`config.mk`:
```
export PLATFORM = sky130hd
export DESIGN_NAME = bcd_sub_ctrl
export DESIGN_NICKNAME = d
export VERILOG_FILES = /design/src/rtl/bcd_sub_ctrl.sv
export SDC_FILE = /design/constraint.sdc
export NUM_CORES = 1
export LEC_CHECK = 0
export BUFFER_PORTS_ARGS = -buffer_cell sky130_fd_sc_hd__buf_4
export CORE_MARGIN = 2
export CORE_UTILIZATION = 25
export CTS_CLUSTER_DIAMETER = 200
export DETAILED_ROUTE_END_ITERATION = 8
export SYNTH_ARGS = -nofsm -noshare
export SYNTH_HDL_FRONTEND = slang
export SYNTH_SLANG_ARGS = --single-unit
```
`constraint.sdc`:
```
create_clock -name clk -period 3.29 [get_ports clk]
set_input_delay 0 -clock clk [delete_from_list [all_inputs] [get_ports clk]]
set_output_delay 0 -clock clk [all_outputs]
set_load 0.02 [all_outputs]
```
`src/rtl/bcd_sub_ctrl.sv`:
```
`default_nettype none
// ============================================================================
// Module   : bcd_sub_ctrl
// Brief    : Keypad-driven sequencer for a two-digit BCD subtractor. Collects
//            operands A and B from key events, captures the subtractor result
//            and drives three 7-segment digit codes for echo/result display.
// Revision : 1.0 - initial release
// ============================================================================
module bcd_sub_ctrl (
    input  logic       clk,
    input  logic       rst,
    input  logic       key_valid,
    input  logic [3:0] key_code,
    output logic [3:0] A2,
    output logic [3:0] A1,
    output logic [3:0] B2,
    output logic [3:0] B1,
    input  logic [3:0] s2,
    input  logic [3:0] s1,
    input  logic [3:0] minus,
    output logic [3:0] disp_sign,
    output logic [3:0] disp_tens,
    output logic [3:0] disp_ones,
    output logic [1:0] state,
    output logic       done
);

    localparam logic [1:0] c_st_enter_a = 2'd0;
    localparam logic [1:0] c_st_enter_b = 2'd1;
    localparam logic [1:0] c_st_calc    = 2'd2;
    localparam logic [1:0] c_st_show    = 2'd3;

    localparam logic [3:0] c_key_enter  = 4'hA;
    localparam logic [3:0] c_key_clear  = 4'hB;
    localparam logic [3:0] c_glyph_min  = 4'd10;
    localparam logic [3:0] c_glyph_blank = 4'd15;

    logic [1:0] r_state;
    logic [3:0] r_a2, r_a1, r_b2, r_b1;
    logic [3:0] r_r2, r_r1, r_rm;
    logic       r_done;

    logic [1:0] w_state_nxt;
    logic [3:0] w_a2_nxt, w_a1_nxt, w_b2_nxt, w_b1_nxt;
    logic [3:0] w_r2_nxt, w_r1_nxt, w_rm_nxt;
    logic       w_done_nxt;

    logic w_is_digit, w_is_enter, w_is_clear, w_equal;

    assign w_is_digit = key_valid && (key_code <= 4'd9);
    assign w_is_enter = key_valid && (key_code == c_key_enter);
    assign w_is_clear = key_valid && (key_code == c_key_clear);
    // The subtractor output is undefined for equal operands, so that case
    // bypasses it entirely.
    assign w_equal    = ({r_a2, r_a1} == {r_b2, r_b1});

    // Next-state and next-register values; key events in CALC are dropped.
    always_comb begin
        w_state_nxt = r_state;
        w_a2_nxt    = r_a2;
        w_a1_nxt    = r_a1;
        w_b2_nxt    = r_b2;
        w_b1_nxt    = r_b1;
        w_r2_nxt    = r_r2;
        w_r1_nxt    = r_r1;
        w_rm_nxt    = r_rm;
        w_done_nxt  = 1'b0;

        case (r_state)
            c_st_enter_a, c_st_enter_b, c_st_show: begin
                if (w_is_clear) begin
                    w_state_nxt = c_st_enter_a;
                    w_a2_nxt    = 4'd0;
                    w_a1_nxt    = 4'd0;
                    w_b2_nxt    = 4'd0;
                    w_b1_nxt    = 4'd0;
                    w_r2_nxt    = 4'd0;
                    w_r1_nxt    = 4'd0;
                    w_rm_nxt    = 4'd0;
                end else if (r_state == c_st_enter_a) begin
                    if (w_is_digit) begin
                        w_a2_nxt = r_a1;
                        w_a1_nxt = key_code;
                    end else if (w_is_enter) begin
                        w_state_nxt = c_st_enter_b;
                    end
                end else if (r_state == c_st_enter_b) begin
                    if (w_is_digit) begin
                        w_b2_nxt = r_b1;
                        w_b1_nxt = key_code;
                    end else if (w_is_enter) begin
                        w_state_nxt = c_st_calc;
                    end
                end else begin
                    // SHOW: a digit starts a new A entry, ENTER just restarts
                    if (w_is_digit || w_is_enter) begin
                        w_state_nxt = c_st_enter_a;
                        w_a2_nxt    = 4'd0;
                        w_a1_nxt    = w_is_digit ? key_code : 4'd0;
                        w_b2_nxt    = 4'd0;
                        w_b1_nxt    = 4'd0;
                    end
                end
            end
            default: begin
                // CALC: single cycle, capture result and move to SHOW
                w_state_nxt = c_st_show;
                w_done_nxt  = 1'b1;
                if (w_equal) begin
                    w_r2_nxt = 4'd0;
                    w_r1_nxt = 4'd0;
                    w_rm_nxt = 4'd0;
                end else begin
                    w_r2_nxt = s2;
                    w_r1_nxt = s1;
                    w_rm_nxt = minus;
                end
            end
        endcase
    end

    // State and data registers with synchronous reset overriding key events.
    always_ff @(posedge clk) begin
        if (rst) begin
            r_state <= c_st_enter_a;
            r_a2    <= 4'd0;
            r_a1    <= 4'd0;
            r_b2    <= 4'd0;
            r_b1    <= 4'd0;
            r_r2    <= 4'd0;
            r_r1    <= 4'd0;
            r_rm    <= 4'd0;
            r_done  <= 1'b0;
        end else begin
            r_state <= w_state_nxt;
            r_a2    <= w_a2_nxt;
            r_a1    <= w_a1_nxt;
            r_b2    <= w_b2_nxt;
            r_b1    <= w_b1_nxt;
            r_r2    <= w_r2_nxt;
            r_r1    <= w_r1_nxt;
            r_rm    <= w_rm_nxt;
            r_done  <= w_done_nxt;
        end
    end

    // Display selection: operand echo during entry, result in SHOW.
    always_comb begin
        disp_sign = c_glyph_blank;
        disp_tens = r_a2;
        disp_ones = r_a1;
        case (r_state)
            c_st_enter_b, c_st_calc: begin
                disp_tens = r_b2;
                disp_ones = r_b1;
            end
            c_st_show: begin
                disp_sign = (r_rm == c_glyph_min) ? c_glyph_min : c_glyph_blank;
                disp_tens = r_r2;
                disp_ones = r_r1;
            end
            default: begin
                disp_tens = r_a2;
                disp_ones = r_a1;
            end
        endcase
    end

    assign A2    = r_a2;
    assign A1    = r_a1;
    assign B2    = r_b2;
    assign B1    = r_b1;
    assign state = r_state;
    assign done  = r_done;

endmodule
`default_nettype wire
```
== Word-level counts from Yosys, hierarchy flattened ==
Index checks and enable logic that the tools add are counted.

* Latch bits: 0
* Output and inout bits: 31
* Register bits after elaboration: 31
* Memories: 0
* RAM bits: 0
* Memory bits (read-only): 0

* Bitwise gates (word level): 0
* $mul: 0
* Reductions and logical operators: 12
* Mux-type cells: 39
* Div/mod/pow operators: 0
* Shifts and indexed selects: 0
* Order comparisons: 1
* Equal/unequal tests: 17
* $add $sub $neg: 0

{| class="wikitable"
|+ Operators with widths
! kind !! number
|-
| two-way mux 4 bit || 25
|-
| two-way mux 2 bit || 9
|-
| != test 4 bit, second input constant || 4
|-
| one-hot mux 4 bit (2 select lines) || 2
|-
| == test 4 bit, second input constant || 3
|-
| != test 3 bit, second input constant || 3
|-
| == test 8 bit || 1
|-
| AND reduction 4 bit || 2
|-
| two-way mux 3 bit || 2
|-
| nonzero test 3 bit || 2
|-
| != test 5 bit, second input constant || 1
|-
| AND reduction 5 bit || 1
|-
| == test 2 bit, second input constant || 2
|-
| <= comparator 4 bit, second input constant || 1
|-
| != test 2 bit, second input constant || 2
|-
| logical AND 1 bit || 3
|-
| OR reduction 3 bit || 1
|-
| == test 2 x 1 -> 1 bit, second input constant || 1
|-
| zero test 2 bit || 1
|-
| OR reduction 2 bit || 1
|-
| logical OR 1 bit || 1
|-
| two-way mux 1 bit || 1
|}

== Longest topological paths before layout ==
* Depth in word-level cells: 8
* Mapped depth: 8
* Mapped depth without buffers: 6

== Worst setup path after synthesis ==
Ideal clock, no wire load.

* Path type: register -> register
* From: reg r_state[0], in the netlist state[0]
* To: reg r_a1[3], in the netlist A1[3]
* Arrival time: 1.721 ns
* Path slack: 1.452 ns
* Clock period less this slack: 1.838 ns
* Cell stages (with the launch flop): 7
* Buffers on the path: 0
* Setup time: 0.117 ns
* Cells stage by stage: dfxtp_1 > inv_1 > ha_1 > o211ai_1 > nand4_2 > a21o_1 > a22o_1

* Cells in the longest elaborated chain, start to end: 3
* Elaborated cells on any way between the ends: 10

{| class="wikitable"
|+ Ends and longest elaborated chain
! what !! RTL line !! source
|-
| start, declared || 38 || <nowiki>logic [1:0] r_state;</nowiki>
|-
| start signal, assigned || 125 || <nowiki>r_state <= c_st_enter_a;</nowiki>
|-
| start signal, assigned || 135 || <nowiki>r_state <= w_state_nxt;</nowiki>
|-
| == test 2 x 1 -> 1 bit (tied with other cells) || 69, 87 ||
|-
| != test 3 bit (no source line) (tied with other cells) || -- ||
|-
| AND reduction 4 bit (no source line) / two-way mux 4 bit (equally long branches) || -- ||
|-
| end signal, assigned || 137 || <nowiki>r_a1 <= w_a1_nxt;</nowiki>
|-
| end, declared || 39 || <nowiki>logic [3:0] r_a2, r_a1, r_b2, r_b1;</nowiki>
|}

Parallel ways exist; a longest one is shown, timed or not.
A chain may end at the register's enable or synchronous reset.

== Worst setup path after layout ==
* From: reg r_state[0], in the netlist state[0]
* To: reg r_a1[1], in the netlist A1[1]

Same word-level chain as after synthesis.

==> metrics.txt <==
final hold vios=0; Synth area leader=dfxtp_1; H-tree depth=2; worst skew pair latency=0.28 ns; max incr delay on CP=0.61 ns; post-synth top area share=38.7%; Post-synth EDFFs=0; via count=1473; Static Leak=0.000986 uW; WL/cell=14.4 um; vias in the first global route=1426; 1st-iter DRT viols=92; # Post-CTS Setup Buffers=0; IO buf count=47; endpoint type of the worst setup path=flip-flop; Critical Path RT=3.47 ns; Antenna diodes=0; peak supply drop=0.000240 V; final WL=4340 um; Num CTS Buffers=5; initial antenna violation count=0; status=complete, no violations; DRC viols=0; Max Cap Violations=0; setup TNS=0 ns; asr flop ratio synth=0%; total number of yosys warnings=0; launching element type of the critical path=flip-flop; CP delay by family, top=adder cells; PD cells=602 nW/um^2; crit path max fanout=23; Clock Sinks=31; slowest CP cell=ha_1; Achievable Freq=0.466 GHz; Worst-Margin Slew=0.694 ns; Post-DRT Antenna Nets=0; CTS Buffer Depth=2; clock root buffer=clkbuf_8; core area=6280 sq um; flops & latches, synth=31; dpl hpwl=3290 um; starting density of the core=25.6%; Setup CP Type=reg2reg; CTS resizes=0; die height=84.1 um; largest cells by area after synthesis=dfxtp_1 (39%), a22o_1 (13%), xor2_1 (4.4%); I/O Pins=50; Post-Syn Area=1600 sq um; chip width=84.1 um; Final Cycle Share=65.2%; unrepaired setup endpoints after global routing=false; Buffers & Inverters on Critical Path=1; average cell area after synthesis=9.49 sq um; dpl cell area=1990 sq um; Max Clock Skew=0.00661 ns; Seq/Total Area, Yosys=38.7%; fin area=2240 sq um; crit path cell chain=inv_1, ha_1, nand2b_1, nand4_2, a21o_1, a22o_1; global-route wire length before repair=7200 um; Primary FF master, synth=dfxtp_1; Gate Count Post-Synth=169; worst hold margin=0.0150 ns; router iterations before antenna repair=4; Arr. time, crit path=2.32 ns; Synth cell types=44; Worst Hold Class=in2reg; CTS Hold Buffers Added=14; slew margin rel.=53.7%; fin. max-slew vios=0; setup violators final=0; Final Util=35.7%; GRT Total Usage=12.7%; fraction of layout cells with a size suffix above 1=28.0%; GPL Wtd Cong=0.773; P&R area growth vs syn=39.9%; Worst-path clk slew=0.06 ns; via density per instance=4.88; Die Area=7070 sq um; Final #Nets=248; Rows=29; CTS tree=done; post-layout min period=2.15 ns; largest net degree at the start of global routing=24; total gr overflow=0
==> state kept, by name, summed over array words and instances, names as in the netlist <==
signal / cells
r_r1: 4
B1: 4
B2: 4
r_rm: 4
A2: 4
A1: 4
r_r2: 4
state: 2
done: 1
==> metrics by stage <==
| stage | total power [uW] | cells | worst slack [ns] |
|---|---|---|---|
| after floorplan | 810 | 170 | 1.45 |
| after global placement | 956 | 280 | 1.21 |
| after detailed placement | 966 | 280 | 1.14 |
| after CTS | 1370 | 302 | 1.13 |
| after global routing | 1440 | 302 | 0.969 |
| final | 1350 | 302 | 1.14 |
==> cells in the mapped netlist, types with 2 or more instances <==
| cell type | instances |
|---|---|
| o21ai_0 | 10 |
| o211ai_1 | 2 |
| nand2_1 | 17 |
| a21oi_1 | 2 |
| nand2b_1 | 3 |
| a22o_1 | 24 |
| a31oi_1 | 2 |
| or3_1 | 2 |
| dfxtp_1 | 31 |
| clkbuf_1 | 5 |
| buf_4 | 4 |
| nor2_1 | 2 |
| buf_2 | 6 |
| inv_1 | 5 |
| o2bb2ai_1 | 2 |
| nor3_1 | 2 |
| xor2_1 | 8 |
| nand3_1 | 2 |
| a2bb2oi_1 | 2 |
| ha_1 | 5 |
| o21bai_1 | 2 |
| a22oi_1 | 8 |
| nor4_1 | 2 |
==> path summary, 6_finish.rpt <==
check                    from       to  slack (ns)  depth (start not counted)
setup / recovery     state[0]    A1[1]        1.14                          6
hold / removal    key_code[3]    B1[3]        0.02                          2
setup reg to reg     state[0]    A1[1]        1.14                          6
hold reg to reg       r_rm[1]  r_rm[1]        0.47                          1
==> cells by family (layout without fill, tap and decap cells) <==
| logic type | Yosys count | after routing | synth area share, % |
|---|---|---|---|
| AO/OA/AOI/OAI | 64 | 64 | 32.5 |
| XOR/XNOR | 8 | 8 | 4.37 |
| adder cells (fa/ha/maj) | 5 | 5 | 3.90 |
| buffers and inverters | 20 | 75 | 6.08 |
| flip-flops | 31 | 31 | 38.7 |
| other | 1 | 2 | 0.234 |
| AND/OR/NAND/NOR | 40 | 40 | 14.2 |
==> worst register-to-register path: cells and delay by family (launching register included) <==
kind	cells	cell delay, ns
buf+inv	1	0.11
compound gates	2	0.53
fa+ha+maj	1	0.61
flops	1	0.36
simple gates	2	0.43
==> report_power, final <==
group          total, uW  switching [uW]  internal (uW)
combinational        496             303            193
sequential           469            49.6            420
clock                385             140            245
total               1350             492            857
==> layer usage <==
| metal | part of all wire (%) | vias up | GRT usage, % |
|---|---|---|---|
| met5 | 0 | - | 0 |
| met4 | 0.88 | 0 | 3.37 |
| met3 | 5.6 | 4 | 4.15 |
| met2 | 48 | 43 | 20.5 |
| met1 | 45 | 694 | 16.3 |
| li1 | - | 732 | - |
==> final cells by class <==
class / count / area (sq um)
fill: 662 / 4030
clock inverter: 2 / 35.0
inverter: 5 / 18.8
sequential: 31 / 621
tap: 77 / 96.3
timing repair buffer: 62 / 500
multi-input combinational: 119 / 890
clock buffer: 6 / 82.6
==> cells in the final DEF, fill, tap and decap left out, drive strengths merged, types with 2 or more instances in the layout <==
cell type,synthesis,routed
buf,10,48
dfxtp,31,31
a22o,24,24
nand2,18,18
dlygate4sd3,0,14
o21ai,11,11
a22oi,8,8
xor2,8,8
clkbuf,5,6
inv,5,5
ha,5,5
nand2b,3,3
nor4,3,3
nand3,2,2
a21oi,2,2
nor2,2,2
o21bai,2,2
nor3,2,2
o2bb2ai,2,2
o211ai,2,2
a2bb2oi,2,2
or3,2,2
a31oi,2,2
conb,1,2
and2,2,2
Power figures use the tool's default switching activity.
